## src/rtl/util_timestamp_pkg.sv

```systemverilog
// Shared types and default widths for the timestamp-driven write-sync generator.
package util_timestamp_pkg;

    localparam int unsigned TS_WIDTH_DEF    = 64;
    localparam int unsigned EVERY_WIDTH_DEF = 32;

    typedef enum logic [1:0] {
        ST_IDLE   = 2'd0,
        ST_ARMED  = 2'd1,
        ST_ACTIVE = 2'd2
    } ts_state_t;

endpackage

```

## src/rtl/util_sample_counter.sv

```systemverilog
// Free-running sample index; advances once per consumed sample and wraps.
module util_sample_counter #(
    parameter int unsigned TS_WIDTH = 64
) (
    input  logic                clk,
    input  logic                resetn,
    input  logic                en,
    output logic [TS_WIDTH-1:0] count
);

    logic [TS_WIDTH-1:0] r_count;

    always_ff @(posedge clk or negedge resetn) begin
        if (!resetn) begin
            r_count <= '0;
        end else if (en) begin
            r_count <= r_count + TS_WIDTH'(1);
        end
    end

    assign count = r_count;

endmodule

```

## src/rtl/util_timestamp_wr_sync.sv

```systemverilog
// Opens a write window of timestamp_every samples starting after the sample whose
// index equals an accepted target; targets already passed are dropped with a late pulse.
module util_timestamp_wr_sync
    import util_timestamp_pkg::*;
#(
    parameter int unsigned TS_WIDTH    = TS_WIDTH_DEF,
    parameter int unsigned EVERY_WIDTH = EVERY_WIDTH_DEF
) (
    input  logic                   clk,
    input  logic                   resetn,
    input  logic [EVERY_WIDTH-1:0] timestamp_every,
    input  logic                   sample_valid,
    input  logic [TS_WIDTH-1:0]    ts_data,
    input  logic                   ts_valid,
    output logic                   ts_ready,
    output logic [TS_WIDTH-1:0]    sample_count,
    output logic                   timestamp_wr_sync,
    output logic                   late
);

    ts_state_t              r_state;
    ts_state_t              w_state_nxt;
    logic [TS_WIDTH-1:0]    r_target;
    logic [EVERY_WIDTH-1:0] r_len;
    logic [EVERY_WIDTH-1:0] r_remaining;
    logic                   r_wr_sync;
    logic                   r_late;
    logic                   w_late_nxt;
    logic [TS_WIDTH-1:0]    w_count;
    logic                   w_accept;
    logic                   w_match;
    logic                   w_past;
    logic                   w_last;

    util_sample_counter #(
        .TS_WIDTH(TS_WIDTH)
    ) u_counter (
        .clk    (clk),
        .resetn (resetn),
        .en     (sample_valid),
        .count  (w_count)
    );

    assign w_accept = ts_valid && (r_state == ST_IDLE);
    assign w_match  = sample_valid && (w_count == r_target);
    assign w_past   = w_count > r_target;
    assign w_last   = sample_valid && (r_remaining == EVERY_WIDTH'(1));

    always_comb begin
        w_state_nxt = r_state;
        w_late_nxt  = 1'b0;
        case (r_state)
            ST_IDLE: begin
                // A zero window length consumes the target without arming.
                if (w_accept && (timestamp_every != '0)) begin
                    w_state_nxt = ST_ARMED;
                end
            end
            ST_ARMED: begin
                if (w_match) begin
                    w_state_nxt = ST_ACTIVE;
                end else if (w_past) begin
                    w_state_nxt = ST_IDLE;
                    w_late_nxt  = 1'b1;
                end
            end
            ST_ACTIVE: begin
                if (w_last) begin
                    w_state_nxt = ST_IDLE;
                end
            end
            default: w_state_nxt = ST_IDLE;
        endcase
    end

    always_ff @(posedge clk or negedge resetn) begin
        if (!resetn) begin
            r_state     <= ST_IDLE;
            r_target    <= '0;
            r_len       <= '0;
            r_remaining <= '0;
            r_wr_sync   <= 1'b0;
            r_late      <= 1'b0;
        end else begin
            r_state   <= w_state_nxt;
            r_late    <= w_late_nxt;
            r_wr_sync <= (w_state_nxt == ST_ACTIVE);
            if (w_accept) begin
                r_target <= ts_data;
                r_len    <= timestamp_every;
            end
            if ((r_state == ST_ARMED) && w_match) begin
                r_remaining <= r_len;
            end else if ((r_state == ST_ACTIVE) && sample_valid) begin
                r_remaining <= r_remaining - EVERY_WIDTH'(1);
            end
        end
    end

    assign ts_ready          = (r_state == ST_IDLE);
    assign sample_count      = w_count;
    assign timestamp_wr_sync = r_wr_sync;
    assign late              = r_late;

endmodule
```

## config.mk

```make
export PLATFORM = sky130hd
export DESIGN_NAME = util_timestamp_wr_sync
export DESIGN_NICKNAME = d
export VERILOG_FILES = /design/src/rtl/util_timestamp_pkg.sv /design/src/rtl/util_sample_counter.sv /design/src/rtl/util_timestamp_wr_sync.sv
export SDC_FILE = /design/constraint.sdc
export NUM_CORES = 1
export LEC_CHECK = 0
export CAP_MARGIN = 20
export CORE_MARGIN = 3
export CORE_UTILIZATION = 45
export CTS_BUF_LIST = sky130_fd_sc_hd__clkbuf_4 sky130_fd_sc_hd__clkbuf_8 sky130_fd_sc_hd__clkbuf_16
export DETAILED_ROUTE_END_ITERATION = 7
export DONT_BUFFER_PORTS = 1
export GPL_ROUTABILITY_DRIVEN = 0
export PLACE_DENSITY = 0.67
export RECOVER_POWER = 100
export REMOVE_ABC_BUFFERS = 1
export SLEW_MARGIN = 0
export SYNTH_ARGS = -nofsm -noshare
export SYNTH_HDL_FRONTEND = slang
export SYNTH_SLANG_ARGS = --single-unit
```

## constraint.sdc

```tcl
create_clock -name clk -period 3.18 [get_ports clk]
set_input_delay 0.477 -clock clk [delete_from_list [all_inputs] [get_ports clk]]
set_output_delay 0.477 -clock clk [all_outputs]
set_load 0.005 [all_outputs]
```

==> results.yml <==
outcome:
  status: "complete, but fails checks"
  violations: "hold timing"
route:
  avgRoutedWirePerCell_um: 17.9
  vias: 7119
  drt_iter0_markers: 470
  viasPerCell: 5.58
  routed_wl_um: 22900
  drc_errors: 0
  drtPass1Iterations: 5
  drtAntennaViolNets: 0
timing:
  max_freq_mhz: 345
  fin_ws_ns: 0.278
  period_share: 0.913
  whs_ns: -0.263
  finalSetupTns_ns: 0
  finClkSkew_ns: 0.0152
  period_needed_ns: 2.90
  rsz0062_at_grt: "no"
  worst_pin_slew_ns: 1.17
  finalSetupViolCount: 0
  final_hold_viol_count: 196
  finalMaxSlewViolations: 0
  relSlewSlack: 0.218
global_route:
  grt_pass1_vias: 7057
  grt_pass1_wl_um: 37400
  track_usage: 0.194
  antenna_found_initial: 1
  gr-total-overflow: 0
  grt_max_degree: 197
clocking:
  cts_max_level: 4
  cts_setup_buffers: 0
  cts_max_path_buffers: 2
  clock-sinks: 196
  clockRootBuffer: "clkbuf_16"
  cts_resized: 0
  numCtsBuffers: 17
  path_clk_slew_ns: 0.08
  cts_tree: "yes"
  clk_latency_ns: 0.43
critical_path:
  timing.rr.end: "r_remaining[30]$_DFFE_PN0P_"
  rrSetupSlack_ns: 0.28
  cp_cell_sequence: "ha_1, nand4_1, clkbuf_1, nor4_1, clkbuf_1, nand4_1, and4b_1, clkbuf_2, a22oi_1, o21ai_0"
  worstSetupPathType: "flip-flop to flip-flop"
  slowest_delay_ns: 0.45
  cpMaxStageDelayCell: "dfrtp_1"
  r2r_start: "u_counter.count[61]$_DFFE_PN0P_"
  worstPathMaxFanout: 14
  cp-end-kind: "flip-flop"
  start_kind: "flip-flop"
  reg2regPathDepth: 10
  cp.required_ns: 3.53
  crit_arrival_ns: 3.25
final_layout:
  drive_gt1_frac: 0.0840
  fill_cells: 1983
  area_delta_synth_final_pct: 8.63
  antenna_cells: 0
  nNetsFinal: 1154
  final_core_util: 0.503
  final_common_cell: "dfrtp_1"
  layout.area.seq_um2: 4900
  mostFrequentLayoutCells: "196 x dfrtp_1, 137 x nand2_1, 91 x o21ai_0"
  multi_input_area_um2: 4530
place:
  pre_cts_slack_ns: 0.325
  port_buffers: 0
  dp_hpwl_um: 16800
floorplanning:
  boundaryPins: 167
  start_util: 0.463
  die_w_um: 154
  die_y_um: 154
  coreArea_um2: 21200
  num_rows: 53
  die-area_um2: 23600
logic_synthesis:
  syn_area_um2: 9830
  synth_top_cell_area_share: 0.499
  syn_area_per_cell_um2: 10.0
  synth_edf_count: 0
  yosys_register_bits: 196
  synth_cell_type_count: 54
  ys.flop_type: "dfrtp_1"
  async_flop_share: 1.00
  ys_seq_area_frac: 0.499
  synth_area_leaders: "dfrtp_1 50%, ha_1 8.5%, nand2_1 5.2%"
  synth_top_cell_by_area: "dfrtp_1"
  synthCells: 982
  synth_warnings: 0
power_and_ir_drop:
  powerDensity_nw_per_um2: 449
  ir_worst_vdd_uv: 361
  p_leak_nw: 5.31
run:
  drv_cap: 0
min_path:
  hold_class: "input pin to asynchronous set/reset pin"
[cell usage after synthesis, drive strengths merged, types with 2 or more instances]
cell type  instances
nand3             49
nand4             30
and4               8
a211oi             2
o21ai             91
clkbuf            21
nand2            137
xor2              13
inv               70
xnor2             53
o211ai             9
dfrtp            196
nand2b             6
or4                3
o31ai              4
a22oi              8
or3                3
a221o              3
and2               9
nor3              14
nor2b              2
and3              17
nor2              37
nor4              18
a21oi             44
nand4b             2
ha                67
buf                8
a21o               8
and4b              2
mux2              34
[worst max-delay path by stage]
stage | startpoint | to | slack, ns | cells after the start
4_1_cts | u_counter.count[61]$_DFFE_PN0P_ | r_remaining[2]$_DFFE_PN0P_ | 0.30 | 10
6_report | u_counter.count[61]$_DFFE_PN0P_ | r_remaining[30]$_DFFE_PN0P_ | 0.28 | 10
3_3_place_gp | u_counter.count[59]$_DFFE_PN0P_ | r_remaining[8]$_DFFE_PN0P_ | 0.41 | 9
3_5_place_dp | u_counter.count[61]$_DFFE_PN0P_ | r_remaining[2]$_DFFE_PN0P_ | 0.33 | 10
5_1_grt | u_counter.count[63]$_DFFE_PN0P_ | r_remaining[2]$_DFFE_PN0P_ | 0.11 | 10
2_1_floorplan | r_state[1]$_DFF_PN0_ | r_state[0]$_DFF_PN0_ | -0.70 | 5
[worst max-delay path: cells and delay by family (launching register included)]
| kind | cells | cell delay (ns) |
|---|---|---|
| fa+ha+maj | 1 | 0.32 |
| compound gates | 2 | 0.24 |
| flops | 1 | 0.45 |
| buf+inv | 3 | 0.70 |
| simple gates | 4 | 1.10 |
[sequential cells by signal (all words and copies together), names as in the netlist]
name               flops
u_counter.count       64
late                   1
r_len                 32
r_target              64
r_remaining           32
timestamp_wr_sync      1
r_state                2
[per-stage QoR]
step | cells | area [um2] | power, mW | hold WS, ns
3_5_place_dp | 1243 | 10200 | 2.80 | 0.186
4_1_cts | 1275 | 10700 | 4.85 | -0.283
3_3_place_gp | 1243 | 10200 | 2.79 | 0.189
6_report | 1275 | 10700 | 4.79 | -0.263
5_1_grt | 1275 | 10700 | 4.98 | -0.289
2_1_floorplan | 953 | 9700 | 2.75 | 0.181
[layout make-up]
type                            count  share of cell area
Clock inverter                     14              0.0113
Multi-Input combinational cell    687               0.425
Clock buffer                       18              0.0406
Sequential cell                   196               0.459
Timing Repair Buffer               15             0.00738
Inverter                           70              0.0246
Tap cell                          275              0.0322
[layer usage]
metal  up-vias  routed length, um  track usage
met1      3445              10600        0.272
met5         -                 20            0
met4         2                364       0.0488
met3        28               1490       0.0498
met2       196              10500        0.304
li1       3448                  -            -
[power by group]
group          switching, mW  internal [mW]  total (mW)
logic                 0.0605         0.0667       0.127
registers             0.0920           2.53        2.63
clock network           1.00           1.04        2.04
[cells by family after synthesis]
kind of cell | share of synthesized area
AOI/OAI and AO/OA | 0.104
DFF | 0.499
and+or+nand+nor | 0.174
muxes | 0.0390
buffers and inverters | 0.0400
xor gates and xnor gates | 0.0588
adders and majority gates | 0.0853
No activity file was read; power rests on OpenSTA's default activity.
